[config.mk]
export PLATFORM = sky130hd
export DESIGN_NAME = mul_hilo_unit
export DESIGN_NICKNAME = d
export VERILOG_FILES = /design/src/rtl/kgp_mul_pkg.sv /design/src/rtl/mul_sign_fix.sv /design/src/rtl/mul_hilo_unit.sv
export SDC_FILE = /design/constraint.sdc
export NUM_CORES = 1
export LEC_CHECK = 0
export ABC_AREA = 0
export CAP_MARGIN = 20
export CORE_MARGIN = 8
export CORE_UTILIZATION = 56
export DETAILED_ROUTE_END_ITERATION = 8
export DONT_BUFFER_PORTS = 1
export PLACE_DENSITY = 0.82
export SETUP_SLACK_MARGIN = 0.3
export SLEW_MARGIN = 20
export SYNTH_ARGS = -nofsm -noshare
export SYNTH_HDL_FRONTEND = slang
export SYNTH_SLANG_ARGS = --single-unit
[constraint.sdc]
create_clock -name clk -period 1.6 [get_ports clk]
set_input_delay 0.48 -clock clk [delete_from_list [all_inputs] [get_ports clk]]
set_output_delay 0.48 -clock clk [all_outputs]
set_load 0.02 [all_outputs]
[src/rtl/kgp_mul_pkg.sv]
// Shared types and constants for the KGP-RISC HI/LO multiply issue/capture stage.
package kgp_mul_pkg;

  typedef enum logic {
    IDLE   = 1'b0,
    SETTLE = 1'b1
  } mul_state_e;

  localparam int MUL_OP_W              = 32;
  localparam int MUL_PROD_W            = 64;
  localparam int DEFAULT_SETTLE_CYCLES = 2;

endpackage

[src/rtl/mul_sign_fix.sv]
// Turns the unsigned 32x32 product into a two's-complement signed product.
// Only built when MUL_SIGNED_EN is defined.
`ifdef MUL_SIGNED_EN
module mul_sign_fix
  import kgp_mul_pkg::*;
(
  input  logic [MUL_OP_W-1:0]   a,
  input  logic [MUL_OP_W-1:0]   b,
  input  logic [MUL_PROD_W-1:0] product,
  input  logic                  signed_en,
  output logic [MUL_PROD_W-1:0] fixed
);

  logic [MUL_PROD_W-1:0] corr_a;
  logic [MUL_PROD_W-1:0] corr_b;

  // A negative operand contributes an extra 2^32 * other_operand to the unsigned product.
  always_comb begin
    corr_a = a[MUL_OP_W-1] ? {b, {MUL_OP_W{1'b0}}} : '0;
    corr_b = b[MUL_OP_W-1] ? {a, {MUL_OP_W{1'b0}}} : '0;
    fixed  = signed_en ? (product - corr_a - corr_b) : product;
  end

endmodule
`endif

[src/rtl/mul_hilo_unit.sv]
// Multicycle issue/capture stage around an external 32x32->64 multiplier, with HI/LO registers.
// Optional signed multiply selected by the MUL_SIGNED_EN macro.
module mul_hilo_unit
  import kgp_mul_pkg::*;
#(
  parameter int SETTLE_CYCLES = DEFAULT_SETTLE_CYCLES,
  parameter int CNT_W         = 4
) (
  input  logic                  clk,
  input  logic                  rst,
`ifdef MUL_SIGNED_EN
  input  logic                  signed_op,
`endif
  input  logic                  start,
  input  logic [MUL_OP_W-1:0]   op_a,
  input  logic [MUL_OP_W-1:0]   op_b,
  output logic [MUL_OP_W-1:0]   mul_a,
  output logic [MUL_OP_W-1:0]   mul_b,
  input  logic [MUL_PROD_W-1:0] mul_product,
  output logic                  busy,
  output logic                  done,
  output logic [MUL_OP_W-1:0]   hi,
  output logic [MUL_OP_W-1:0]   lo,
  input  logic                  mthi,
  input  logic                  mtlo,
  input  logic [MUL_OP_W-1:0]   wdata,
  output logic                  wr_err
);

  mul_state_e            state_q, state_d;
  logic [CNT_W-1:0]      cnt_q, cnt_d;
  logic [MUL_OP_W-1:0]   mul_a_q, mul_a_d;
  logic [MUL_OP_W-1:0]   mul_b_q, mul_b_d;
  logic [MUL_OP_W-1:0]   hi_q, hi_d;
  logic [MUL_OP_W-1:0]   lo_q, lo_d;
  logic                  busy_q, busy_d;
  logic                  done_q, done_d;
  logic                  wr_err_q, wr_err_d;
  logic [MUL_PROD_W-1:0] capture_val;

`ifdef MUL_SIGNED_EN
  logic signed_q, signed_d;

  mul_sign_fix u_sign_fix (
    .a         (mul_a_q),
    .b         (mul_b_q),
    .product   (mul_product),
    .signed_en (signed_q),
    .fixed     (capture_val)
  );

  always_comb begin
    signed_d = signed_q;
    if (state_q == IDLE && start) signed_d = signed_op;
  end

  always_ff @(posedge clk) begin
    if (rst) signed_q <= 1'b0;
    else     signed_q <= signed_d;
  end
`else
  assign capture_val = mul_product;
`endif

  always_comb begin
    state_d  = state_q;
    cnt_d    = cnt_q;
    mul_a_d  = mul_a_q;
    mul_b_d  = mul_b_q;
    hi_d     = hi_q;
    lo_d     = lo_q;
    busy_d   = busy_q;
    done_d   = 1'b0;
    wr_err_d = 1'b0;
    unique case (state_q)
      IDLE: begin
        // Direct writes land first; a capture started now will overwrite them later.
        if (mthi) hi_d = wdata;
        if (mtlo) lo_d = wdata;
        if (start) begin
          mul_a_d = op_a;
          mul_b_d = op_b;
          cnt_d   = CNT_W'(SETTLE_CYCLES - 1);
          state_d = SETTLE;
          busy_d  = 1'b1;
        end
      end
      SETTLE: begin
        if (mthi || mtlo) wr_err_d = 1'b1;
        if (cnt_q != '0) begin
          cnt_d = cnt_q - CNT_W'(1);
        end else begin
          hi_d    = capture_val[MUL_PROD_W-1:MUL_OP_W];
          lo_d    = capture_val[MUL_OP_W-1:0];
          state_d = IDLE;
          busy_d  = 1'b0;
          done_d  = 1'b1;
        end
      end
      default: state_d = IDLE;
    endcase
  end

  always_ff @(posedge clk) begin
    if (rst) begin
      state_q  <= IDLE;
      cnt_q    <= '0;
      mul_a_q  <= '0;
      mul_b_q  <= '0;
      hi_q     <= '0;
      lo_q     <= '0;
      busy_q   <= 1'b0;
      done_q   <= 1'b0;
      wr_err_q <= 1'b0;
    end else begin
      state_q  <= state_d;
      cnt_q    <= cnt_d;
      mul_a_q  <= mul_a_d;
      mul_b_q  <= mul_b_d;
      hi_q     <= hi_d;
      lo_q     <= lo_d;
      busy_q   <= busy_d;
      done_q   <= done_d;
      wr_err_q <= wr_err_d;
    end
  end

  assign mul_a  = mul_a_q;
  assign mul_b  = mul_b_q;
  assign busy   = busy_q;
  assign done   = done_q;
  assign hi     = hi_q;
  assign lo     = lo_q;
  assign wr_err = wr_err_q;

endmodule

# Yosys cells after proc, flatten, opt, wreduce, memory -nomap -nowiden

Cells that the tools add are included.

Output and inout bits: 131
Register bits: 136
Bits of input ports: 165

Reduce and logical (&&, ||, !) cells: 8
$add $sub $neg: 1
Eq/ne operators: 5
Multiplexer cells: 17
Bitwise logic cells: 1

Operator list:

| kind                  | number |
|---|---|
| $mux W32              | 4 |
| $pmux W32 S2          | 2 |
| $reduce_and A2 Y1     | 5 |
| $mux W4               | 2 |
| $ne A2 B2 Y1 const B  | 4 |
| $pmux W4 S2           | 1 |
| $mux W1               | 6 |
| $pmux W1 S2           | 2 |
| $reduce_bool A4 Y1    | 1 |
| $sub A4 B1 Y4 const B | 1 |
| $ne A2 B1 Y1 const B  | 1 |
| $reduce_or A2 Y1      | 1 |
| $logic_or A1 B1 Y1    | 1 |
| $not A1 Y1            | 1 |

# Longest topological paths before layout

Gate-level depths: netlist of the first run.

Depth in word-level cells: 3
Depth in mapped cells: 7
Gate-level depth less buffers: 5

# Least setup slack after synthesis of the first run

OpenSTA, ideal clock, no wires.

Path kind: register to register
Start: register cnt_q[0]
End: register hi_q[1] (netlist: hi[1])
Slack: 0.012 ns
Path buffers: 2
Data arrival time: 1.518 ns
Data required time: 1.530 ns
Cell stages (with the launch flop): 8
Clock period less this slack: 1.588 ns
Cell sequence: dfxtp_1 inv_1 ha_1 and4bb_2 or2_1 clkbuf_1 clkbuf_1 a21oi_1

Word-level cells in the longest chain between the ends: 3

Ends and longest elaborated chain:

| what                        | line                 | text |
|---|---|---|
| start, declared             | mul_hilo_unit.sv:31  | `logic [CNT_W-1:0] cnt_q, cnt_d;` |
| start signal, assigned      | mul_hilo_unit.sv:117 | `cnt_q <= cnt_d;` |
| $reduce_bool A4 Y1          | mul_hilo_unit.sv:90  | `if (cnt_q != '0) begin` |
| $ne A2 B2 Y1 (no line)      | n/a                  |  |
| $reduce_and A2 Y1 (no line) | n/a                  |  |
| end signal, assigned        | mul_hilo_unit.sv:120 | `hi_q <= hi_d;` |
| end, declared               | mul_hilo_unit.sv:34  | `logic [MUL_OP_W-1:0] hi_q, hi_d;` |

No other way between the ends.
A chain may end at the register's enable or synchronous reset.

# Worst setup path after layout of the first run

Start: register cnt_q[0]
End: register lo_q[21] (netlist: lo[21])

Word-level cells in the longest chain between the ends: 3

Ends and longest elaborated chain:

| what                        | line                 | text |
|---|---|---|
| $reduce_bool A4 Y1          | mul_hilo_unit.sv:90  |  |
| $ne A2 B2 Y1 (no line)      | n/a                  |  |
| $reduce_and A2 Y1 (no line) | n/a                  |  |
| end signal, assigned        | mul_hilo_unit.sv:121 | `lo_q <= lo_d;` |
| end, declared               | mul_hilo_unit.sv:35  | `logic [MUL_OP_W-1:0] lo_q, lo_d;` |

No other way between the ends.

==> results.txt, run 1 <==
The flow ran to the end, and the final reports show no timing, DRC or antenna violations. Of the total synthesized cell area, the portion taken by AND, OR, NAND and NOR gates is 0.1153. The maximum clock frequency is 669.4 MHz.

The worst-case clock buffer depth came out at 2. The design draws about 10 mW. The clock-pin slew reported for the worst setup and hold paths after clock tree synthesis is about 0.06 ns.

The number of non-filler instances in the completed layout came out at around 760. dfxtp_1 takes more of the synthesized area than any other cell. In the layout the commonest cells are 132 x dfxtp_4, 131 x nand2_1, 77 x a21oi_1. The floorplan step defined a die boundary enclosing 13110 um2. In the routed layout, each cell is associated on average with a via count of around 6.3.

Synthesis handed over a netlist of around 600 instances. The minimum clock period is about 1.5 ns. Prior to clock tree synthesis, the placed netlist has a worst setup slack of between 0.01 and 0.015 ns. The setup TNS is 0 ns. The max-slew violation total from the final report is 0. The count of TritonRoute iterations in the first routing pass is 5. Data arrives at the worst endpoint at about 1.9 ns.

After synthesis, the cell types taking the most area are dfxtp_1 50%, a21oi_1 12%, mux2i_1 12%, nand2_1 9.0%, o31ai_1 8.8%. The total number of vias came out at around 4.8k. The fill cell instance count of the final layout came out at 560.

The worst vdd rail ir drop came out at between 0.0008 and 0.0009 V. The clock latency reported for the late side of the worst-skew pair came out at 0.51 ns. The routability congestion estimate is 0.7895. The area fraction of the dominant cell type after synthesis came out at 0.5009.

Setup repair after global routing could not meet its margin everywhere. The sequential element share of the synthesized area came out at 0.5009. The via count of the first global-routing pass came out at between 4k and 5k. The number of flip-flops and latches in the synthesized netlist is between 100 and 150. Pin placement for this block handled between 200 and 300 I/O pins. The post-layout net count is 777. The global-route wire length before repair came out at 26.17 mm. The total routing resource utilization after global routing came out at 0.2535. Compared with the post-synthesis result, the final layout area differs by 37.02%. The floorplan step defined a core boundary enclosing around 9600 um2. The count of synthesis-stage warnings from yosys is 0. The final worst hold slack came out at roughly 0.038 ns. The number of clock sinks seen by CTS is ~140. The number of clock buffers added by TritonCTS is 17. In this run the worst path has a maximum fanout of 30. The fraction of synthesized cell area in xor and xnor cells is 0.

After detailed routing, the average wire length per cell comes to between 20 and 25 um. The share of the synthesized area in compound gates (AO/OA/AOI/OAI) is 0.2136. The maximum number of pins on one net before global-route repair is between 70 and 80. The number of unique standard cell types used by synthesis is 26.

After synthesis, the mean cell area works out to ~8.8 um2. The floorplan row count is 36. The count of endpoints failing hold in the final timing report is 0.

The y dimension of the die came out at between 100 and 150 um. Measured against its own limit, the worst slew margin works out to 0.7291. In the finished design, the share of the clock period the worst path needs comes to 0.9336. The worst min-delay path class is input pin to flop. For this configuration, the core starts out at a cell density of 0.5665. From left edge to right edge, the die measures 114.5 um.

The worst-case register-to-register setup slack came out at 0.11 ns. The number of nets with antenna violations after detailed routing is 0. In this run the tool buffered the top-level ports with 0 buffer cells. The maximum level of the CTS H-tree is 4. The total overflow left after global routing is 0.

The capturing element type of the critical path is a flop. The setup path with the least slack is of type flop to flop. The final HPWL from detailed placement is 11.49 mm. The combinational family with the most area after synthesis is compound AO/OA/AOI/OAI gates. The number of placed instances, taps included, is 707. The synthesized net count is around 800. The root buffer selected by CTS is clkbuf_8. The required time of the critical path is around 2.0 ns.

The max capacitance violation total came out at 0. Of the cells placed in the final design, the portion with a size suffix greater than 1 is 0.4623. The largest clock skew in the final design is roughly 0.01 ns. Power spread over the standard cell area amounts to approximately 1400 nW/um2. The number of DRC markers after the initial detailed-route iteration is approximately 510. Setup violations remaining at the end of the flow were counted as 0. TritonCTS built the clock tree. For this run, design rule violations remaining after detail routing come to 0. The post-layout worst setup margin came out at roughly 0.11 ns.

The most common cell after layout, fill and taps aside is dfxtp_4. The portion of synthesized area spent on multiplexers is 0.1179. The worst setup path is launched from a flop.

The initial antenna violation count came out at 0. The measured slew at the worst slew-check pin is between 0.4 and 0.5 ns. The synthesized netlist occupies a cell area of between 5000 and 6000 um2. The adder-cell share of the synthesized area came out at 0.004604. The antenna diode count is 0. The wire length after detailed routing came out at around 18 mm. The reported leakage power came out at 2.652 nW.
[logic make-up (layout without fill, tap and decap cells)]
logic type	Yosys count	after routing
buf+inv	63	70
mux	64	64
compound gates	198	198
simple gates	153	153
fa+ha+maj	2	2
flops	136	136
[registers in the layout, indices dropped and copies added, names as in the netlist]
signal   cells
done         1
hi          32
mul_a       32
busy         1
state_q      1
lo          32
mul_b       32
wr_err       1
cnt_q        4
[worst max-delay path, cell delays in order (launching register included)]
cell and delay [ns]:
dfxtp_2 0.34, inv_2 0.05, ha_4 0.15, and4bb_4 0.25
buf_12 0.18, o31ai_1 0.33, a21oi_2 0.06
[per-stage QoR]
step	instance area, um2	util
5_1_grt	7447	0.7762
3_3_place_gp	5819	0.6065
3_5_place_dp	5819	0.6065
4_1_cts	7148	0.7450
2_1_floorplan	5753	-
6_report	7447	0.7762
[cells in the mapped netlist]
library cell and count:
o221a_1 1, or2_1 2, nand4bb_1 1, nand4b_1 1
and4bb_2 1, mux2i_1 64, dfxtp_1 136, nor2_1 7
o32ai_1 1, ha_1 2, a21oi_1 131, o31ai_1 64
nand2b_1 2, o21ai_0 1, inv_1 2, clkbuf_1 38
nor3_1 1, buf_1 6, inv_2 1, buf_4 1
or4b_1 1, or3_1 1, nand2_1 131, buf_2 15
nand3_1 1, nor2b_1 4
[metal layers]
layer / track usage / part of all wire
met1: 0.2487 / 0.34
met2: 0.4567 / 0.53
met3: 0.1160 / 0.11
met4: 0.09228 / 0.020
met5: 0 / 0
[final timing paths]
kind,startpoint,end,cells past startpoint
worst min-delay path,rst,mul_b[9]$_SDFFE_PP0P_,1
worst min register to register,cnt_q[1]$_SDFFE_PP0P_,cnt_q[1]$_SDFFE_PP0P_,2
worst max register to register,cnt_q[0]$_SDFFE_PP0P_,lo[21]$_SDFFE_PP0P_,6
worst max-delay path,cnt_q[0]$_SDFFE_PP0P_,lo[21]$_SDFFE_PP0P_,6
[report_power, final]
| part | switching [mW] | internal (mW) | leakage, nW | total (mW) |
|---|---|---|---|---|
| clock network | 1.50 | 2.58 | 0.294 | 4.09 |
| logic | 0.878 | 0.730 | 1.15 | 1.61 |
| registers | 0.690 | 3.76 | 1.21 | 4.45 |
[timing repair]
item | 4_1_cts | 5_1_grt
endpoints found under the setup margin | 199 | 199
gates cloned | 4 | 1
hold endpoints to repair | 0 | 2
hold buffers | 0 | 3
setup buffers | 3 | 6
gates resized for setup | 281 | 38
pin swaps | 2 | 8
[area by class of cell]
type | instances | area, um2 | share of cell area
sequential | 136 | 3221 | 0.4325
multi-input combinational | 417 | 2897 | 0.3889
timing repair buffer | 35 | 529.3 | 0.07107
clock buffer | 18 | 427.9 | 0.05746
clock inverter | 14 | 195.2 | 0.02621
tap | 133 | 166.4 | 0.02235
inverter | 3 | 11.26 | 0.001512
Note: power is estimated with default switching activity, not from simulation.
==> run 2, diff against run 1 <==
CORE_AREA = 2 2 114 116   (was default)
CORE_MARGIN = default   (was 8)
CORE_UTILIZATION = default   (was 56)
DIE_AREA = 0 0 116 118   (was default)
PLACE_DENSITY = 0.68   (was 0.82)
SETUP_SLACK_MARGIN = default   (was 0.3)
==> run 2 against run 1 <==
  * Clock skew fell by 0.0048 ns
  * Design area fell by 15%
  * Non-clock buffer count fell by 16
  * Utilization fell by 27 points
  * Critical endpoint is now hi[14]$_SDFFE_PP0P_
  * Highest routed layer unchanged
==> results.txt, run 2 (synthesis gave the netlist of run 1 again) <==
Outcome: complete, no violations (unchanged). The total routing resource utilization after global routing is 0.2047 (was 0.2535). The worst vdd rail ir drop came out at 0.0006353 V (was 0.0008750 V).

The count of TritonRoute iterations in the first routing pass was 6 (was 5). The clock-pin slew reported for the worst setup and hold paths after clock tree synthesis is 0.06 ns (about the same). The via count of the first global-routing pass came to 4440 (was 4916). The minimum clock period came out at 1.516 ns (was 1.494 ns). The number of DRC markers after the initial detailed-route iteration is 249 (was 509). The number of buffers added to fix hold violations after cts was 0 (unchanged). The clock tree from TritonCTS was built (unchanged). The maximum level of the CTS H-tree was 4 (unchanged).

The type of element launching the critical path is a flop (unchanged). The core outline area came out at 12410 um2 (was 9594 um2). The post-layout net count was 761 (was 777). The effective utilization at floorplan is 0.4378 (was 0.5665). The floorplan row count came out at 41 (was 36).

The worst-case reg-to-reg path depth came out at 6 (unchanged). The clock latency reported for the late side of the worst-skew pair came to 0.40 ns (was 0.51 ns). The max-slew headroom at the worst pin came out at 0.7162 (was 0.7291). The post-CTS setup buffer count came to 0 (was 3). The final HPWL from detailed placement was 10.57 mm (was 11.49 mm). The global-route wire length before repair is 22.02 mm (was 26.17 mm). Critical-path cell list: inv_1 > ha_1 > and4bb_4 > buf_4 > o31ai_1 > a21oi_1 (was inv_2 > ha_4 > and4bb_4 > buf_12 > o31ai_1 > a21oi_2).

The root buffer selected by CTS is clkbuf_16 (was clkbuf_8). The y dimension of the die is 118 um (was 114.5 um). The clock buffer count from CTS was 17 (unchanged). The reported leakage power came out at 2.420 nW (was 2.652 nW). The max capacitance violation total came out at 0 (unchanged). The post-route core utilization is 0.5084 (was 0.7762).

The critical path launch point is cnt_q[0]$_SDFFE_PP0P_ (unchanged). The post-route clock period utilization is 0.9478 (was 0.9336). The routability congestion estimate was 0.7979 (was 0.7895). The number of clock sinks seen by CTS is 136 (unchanged). The remaining global-route overflow came to 0 (unchanged). The maximum clock frequency is 659.4 MHz (was 669.4 MHz). The count of endpoints failing hold in the final timing report is 0 (unchanged). The wire length after detailed routing is 14.79 mm (was 18.15 mm). The antenna diode count came out at 0 (unchanged). The number of vias per cell is 5.753 (was 6.283). The floorplan die area came to 13690 um2 (was 13110 um2). The capturing element type of the critical path is a flop (unchanged).

The horizontal die dimension came to 116 um (was 114.5 um). The share of final-layout standard cells stronger than drive strength 1 came out at 0.09736 (was 0.4623). The number of nets with antenna violations after detailed routing came out at 0 (unchanged). The area growth from synthesis to layout was 16.11% (was 37.02%). The number of buffers added on ports came out at 0 (unchanged).

The worst-case clock buffer depth is 2 (unchanged). The initial antenna violation count came out at 0 (unchanged). Commonest cells after routing, fill and taps aside: 135 x dfxtp_1, 131 x nand2_1, 129 x a21oi_1 (was 132 x dfxtp_4, 131 x nand2_1, 77 x a21oi_1). The worst min-delay path class was input pin to flop (unchanged). The final-report setup violation count was 0 (unchanged). The critical path data arrival time came out at 1.80 ns (was 1.88 ns). The final worst hold slack was 0.1459 ns (was 0.03834 ns).

The worst-case register-to-register setup slack is 0.08 ns (was 0.11 ns). The total number of vias came out at 4476 (was 4750). The highest fanout seen on the critical path came out at 21 (was 30).

The required time of the critical path is 1.89 ns (was 1.99 ns). The number of top-level pins came out at 296 (unchanged). The largest clock skew in the final design came out at 0.005514 ns (was 0.01028 ns).

The delay of the slowest critical-path stage came to 0.33 ns (was 0.34 ns). The kind of critical path is flop to flop (unchanged). The average wire per cell in the routed design came out at 19.01 um (was 24.00 um). The capture point of the critical path is hi[14]$_SDFFE_PP0P_ (was lo[21]$_SDFFE_PP0P_). The worst flop-to-flop path endpoint is hi[14]$_SDFFE_PP0P_ (was lo[21]$_SDFFE_PP0P_). The cell type of the slowest stage on the worst timing path was dfxtp_1 (was dfxtp_2).

The startpoint of the lowest-slack register-to-register path is cnt_q[0]$_SDFFE_PP0P_ (unchanged). The DRC violation count after routing is 0 (unchanged). The max-slew violation total from the final report was 0 (unchanged). The measured slew at the worst slew-check pin was 0.4257 ns (was 0.4048 ns). The power per cell area came to 1512 nW/um2 (was 1362 nW/um2). The maximum number of pins on one net before global-route repair was 71 (unchanged).

The most common cell after layout, fill and taps aside is dfxtp_1 (was dfxtp_4).
## run 2: per-stage QoR
step           instances  total power, mW  area [um2]  setup slack (ns)    TNS, ns
2_1_floorplan        616            5.219        5435           0.01194          0
3_3_place_gp         747            5.518        5664           0.09597          0
3_5_place_dp         747            5.573        5664           0.02518          0
4_1_cts              778            9.604        6281           0.01107          0
5_1_grt              778            9.963        6311         -0.003945  -0.007937
6_report             778            9.543        6311           0.08357          0
## run 2: area by class of cell
cell class              count  area (um2)
inverters                   3       11.26
multi-input cells         417        2495
repair buffers             19       246.5
clock buffers              25       505.5
flip-flops and latches    136        2726
well taps                 172       215.2
fillers                  1163        6103
clock inverters             6       111.4
## run 2: power by group
part	total, mW	switching [mW]	leakage [nW]	internal [mW]
Combinational	1.13	0.656	1.00	0.477
Clock	4.02	1.37	0.296	2.65
Sequential	4.39	0.663	1.12	3.73
Total	9.54	2.68	2.42	6.86
## run 2: worst min-delay path by stage
stage	start	end	slack [ns]	depth (start not counted)
after floorplan	cnt_q[1]$_SDFFE_PP0P_	cnt_q[1]$_SDFFE_PP0P_	0.45	2
after global placement	cnt_q[1]$_SDFFE_PP0P_	cnt_q[1]$_SDFFE_PP0P_	0.46	2
after detailed placement	cnt_q[1]$_SDFFE_PP0P_	cnt_q[1]$_SDFFE_PP0P_	0.47	2
after CTS	rst	mul_a[26]$_SDFFE_PP0P_	0.12	1
after global routing	rst	mul_b[3]$_SDFFE_PP0P_	0.11	1
final	rst	mul_a[26]$_SDFFE_PP0P_	0.15	1
## run 2: layer usage
| metal | wire [um] | GRT usage | vias to the layer above |
|---|---|---|---|
| li1 | - | - | 2120 |
| met1 | 5590 | 0.2183 | 2073 |
| met2 | 7472 | 0.3593 | 261 |
| met3 | 1454 | 0.07827 | 22 |
| met4 | 275 | 0.08036 | 0 |
| met5 | 0 | 0 | - |
## run 2: critical path, delay by kind of cell, from the launching register on
kind	cells	cell delay (ns)
simple gates	1	0.24
compound gates	2	0.35
fa+ha+maj	1	0.20
flops	1	0.33
buf+inv	2	0.28
## run 2: what timing repair did
action / 4_1_cts / 5_1_grt
setup endpoints to repair: 0 / 58
endpoints found under the hold margin: 0 / 0
gates resized for setup: 0 / 7
==> run 3, diff against run 2 <==
CELL_PAD_IN_SITES_DETAIL_PLACEMENT = 0   (was default)
CELL_PAD_IN_SITES_GLOBAL_PLACEMENT = 1   (was default)
CORE_AREA = default   (was 2 2 114 116)
CORE_MARGIN = 2   (was default)
CORE_UTILIZATION = 40   (was default)
DIE_AREA = default   (was 0 0 116 118)
GPL_TIMING_DRIVEN = 0   (was default)
PLACE_DENSITY = 0.83   (was 0.68)
SLEW_MARGIN = default   (was 20)
==> run 3 against run 2 <==
  * Critical path depth grew 1
  * Setup slack lost 0.045 ns
  * Via count grew 5.1%
  * Fmax shrank 2.9%
  * First-iteration DRC count shrank 22%
  * Sequential power is essentially flat
  * Utilization grew 0.29 points
  * Flip-flop and latch count is the same
  * Clock power grew 8.5%
  * Largest cell class is now multi-input gates
==> results.txt, run 3 (synthesis gave the netlist of run 1 again) <==
The number of buffers and inverters on the critical path is 3 (was 2). The number of DRC markers after the initial detailed-route iteration came to 193 (was 249). The area growth from synthesis to layout came out at 24.56% (was 16.11%).

The post-route clock period utilization is 0.9756 (was 0.9478). The power per cell area is 1501 nW/um2 (was 1512 nW/um2). The number of nets with antenna violations after detailed routing is 0 (unchanged).

Setup repair after global routing could not meet its margin everywhere. The cell family contributing the most delay on the critical path is buffers and inverters (was compound AO/OA/AOI/OAI gates). The number of non-filler instances in the completed layout came out at 824 (was 778). The horizontal die dimension came out at 120.6 um (was 116 um).

The total chip power was 10.16 mW (was 9.543 mW). Outcome: complete, no violations (unchanged). The count of endpoints failing hold in the final timing report is 0 (unchanged). The wire length after detailed routing came out at 17.02 mm (was 14.79 mm).

The highest fanout seen on the critical path came out at 10 (was 21). The cell area after placement is 5655 um2 (was 5664 um2). The antenna diode count came out at 0 (unchanged). The kind of critical path is flop to flop (unchanged). The final-report setup violation count is 0 (unchanged).

The reported leakage power came to 2.568 nW (was 2.420 nW). Commonest cells after routing, fill and taps aside: 133 x dfxtp_1, 131 x nand2_1, 127 x a21oi_1 (was 135 x dfxtp_1, 131 x nand2_1, 129 x a21oi_1). The worst min-delay path class is input pin to flop (unchanged).

The floorplan row count was 42 (was 41). The number of buffers added on ports came to 0 (unchanged). The average wire per cell in the routed design came out at 20.65 um (was 19.01 um). The maximum number of pins on one net before global-route repair came out at 17 (was 71).

The number of top-level pins came out at 296 (unchanged). The minimum clock period was 1.561 ns (was 1.516 ns). The cell type of the slowest stage on the worst timing path is dfxtp_2 (was dfxtp_1). The max-slew headroom at the worst pin came out at 0.4580 (was 0.7162).

The core outline area is 13240 um2 (was 12410 um2). The maximum clock frequency came out at 640.6 MHz (was 659.4 MHz). The floorplan die area came out at 14540 um2 (was 13690 um2). The fill cell instance count of the final layout is 1235 (was 1163). The delay of the slowest critical-path stage came out at 0.33 ns (about the same). The worst vdd rail ir drop came out at 0.0006563 V (was 0.0006353 V). The final instance area is 6770 um2 (was 6311 um2). The worst-case clock buffer depth is 2 (unchanged). The total routing resource utilization after global routing is 0.2251 (was 0.2047). Critical-path cell list: inv_1 > ha_2 > and4bb_4 > buf_12 > buf_12 > o31ai_1 > a21oi_1 (was inv_1 > ha_1 > and4bb_4 > buf_4 > o31ai_1 > a21oi_1). The y dimension of the die came to 120.6 um (was 118 um). The share of final-layout standard cells stronger than drive strength 1 is 0.2006 (was 0.09736).

The final worst hold slack is 0.2008 ns (was 0.1459 ns). The global-route wire length before repair came to 25.07 mm (was 22.02 mm). The remaining global-route overflow is 0 (unchanged). The cell with the most instances on the worst path is buf_12. The post-layout net count came out at 802 (was 761). The maximum level of the CTS H-tree came to 4 (unchanged). The max-slew violation total from the final report is 0 (unchanged). The critical path data arrival time was 1.86 ns (was 1.80 ns). The effective utilization at floorplan is 0.4104 (was 0.4378). The largest clock skew in the final design is 0.007088 ns (was 0.005514 ns). The capturing element type of the critical path was a flop (unchanged). The measured slew at the worst slew-check pin came out at 0.8131 ns (was 0.4257 ns). The total number of vias was 4706 (was 4476).

The required time of the critical path is 1.90 ns (was 1.89 ns). The clock latency reported for the late side of the worst-skew pair is 0.41 ns (was 0.40 ns). The final HPWL from detailed placement is 12.62 mm (was 10.57 mm). The via count of the first global-routing pass came out at 4780 (was 4440).

The DRC violation count after routing is 0 (unchanged). The worst-case register-to-register setup slack is 0.04 ns (was 0.08 ns). The setup TNS came out at 0 ns (unchanged). The number of clock sinks seen by CTS is 136 (unchanged). The most common cell after layout, fill and taps aside was dfxtp_1 (unchanged). The count of TritonRoute iterations in the first routing pass was 6 (unchanged). The setup slack after placement is -0.5613 ns (was 0.02518 ns). The max capacitance violation total was 0 (unchanged). The type of element launching the critical path is a flop (unchanged).

The routability congestion estimate came out at 0.7932 (was 0.7979). The clock tree from TritonCTS is built (unchanged). The post-layout worst setup margin is 0.03903 ns (was 0.08357 ns). The number of buffers added to fix hold violations after cts is 0 (unchanged).

The post-route core utilization came out at 0.5112 (was 0.5084). The clock buffer count from CTS is 17 (unchanged). The clock-pin slew reported for the worst setup and hold paths after clock tree synthesis is 0.06 ns (about the same).

The number of vias per cell is 5.711 (was 5.753). The initial antenna violation count was 0 (unchanged). The instance count after placement with tap cells included is 792 (was 747). The root buffer selected by CTS was clkbuf_16 (unchanged).
==> run 3: final timing paths <==
kind	startpoint	end	depth (start not counted)
setup / recovery	cnt_q[0]$_SDFFE_PP0P_	hi[25]$_SDFFE_PP0P_	7
hold / removal	op_b[4]	mul_b[4]$_SDFFE_PP0P_	2
setup reg to reg	cnt_q[0]$_SDFFE_PP0P_	hi[25]$_SDFFE_PP0P_	7
hold reg to reg	cnt_q[1]$_SDFFE_PP0P_	cnt_q[1]$_SDFFE_PP0P_	2
==> run 3: layout make-up <==
class	count	area, um2	share of cell area
inverter	3	11.26	0.001663
sequential	136	2726	0.4027
timing repair buffer	2	15.01	0.002218
clock inverter	13	215.2	0.03179
tap	176	220.2	0.03253
multi-input combinational	417	2748	0.4058
clock buffer	19	442.9	0.06542
buffer	58	391.6	0.05785
==> run 3: power breakdown <==
part | switching, mW | internal [mW] | leakage [nW] | total, mW
Clock | 1.53 | 2.83 | 0.319 | 4.36
Combinational | 0.809 | 0.588 | 1.12 | 1.40
Sequential | 0.684 | 3.73 | 1.12 | 4.41
Total | 3.02 | 7.15 | 2.57 | 10.2
==> run 3: routing by layer <==
| layer | share of wire | track usage | up-vias |
|---|---|---|---|
| met1 | 0.36 | 0.2363 | 2243 |
| met2 | 0.52 | 0.4078 | 235 |
| met5 | 0 | 0 | - |
| met4 | 0.022 | 0.09448 | 0 |
| met3 | 0.096 | 0.07689 | 29 |
| li1 | - | - | 2199 |
==> run 3: repair_timing <==
action                                  in CTS  in global routing
pin swaps                                    1                  0
endpoints found under the hold margin        0                  0
buffers inserted                             2                  0
gates resized for setup                     76                 54
endpoints found under the setup margin     116                 98
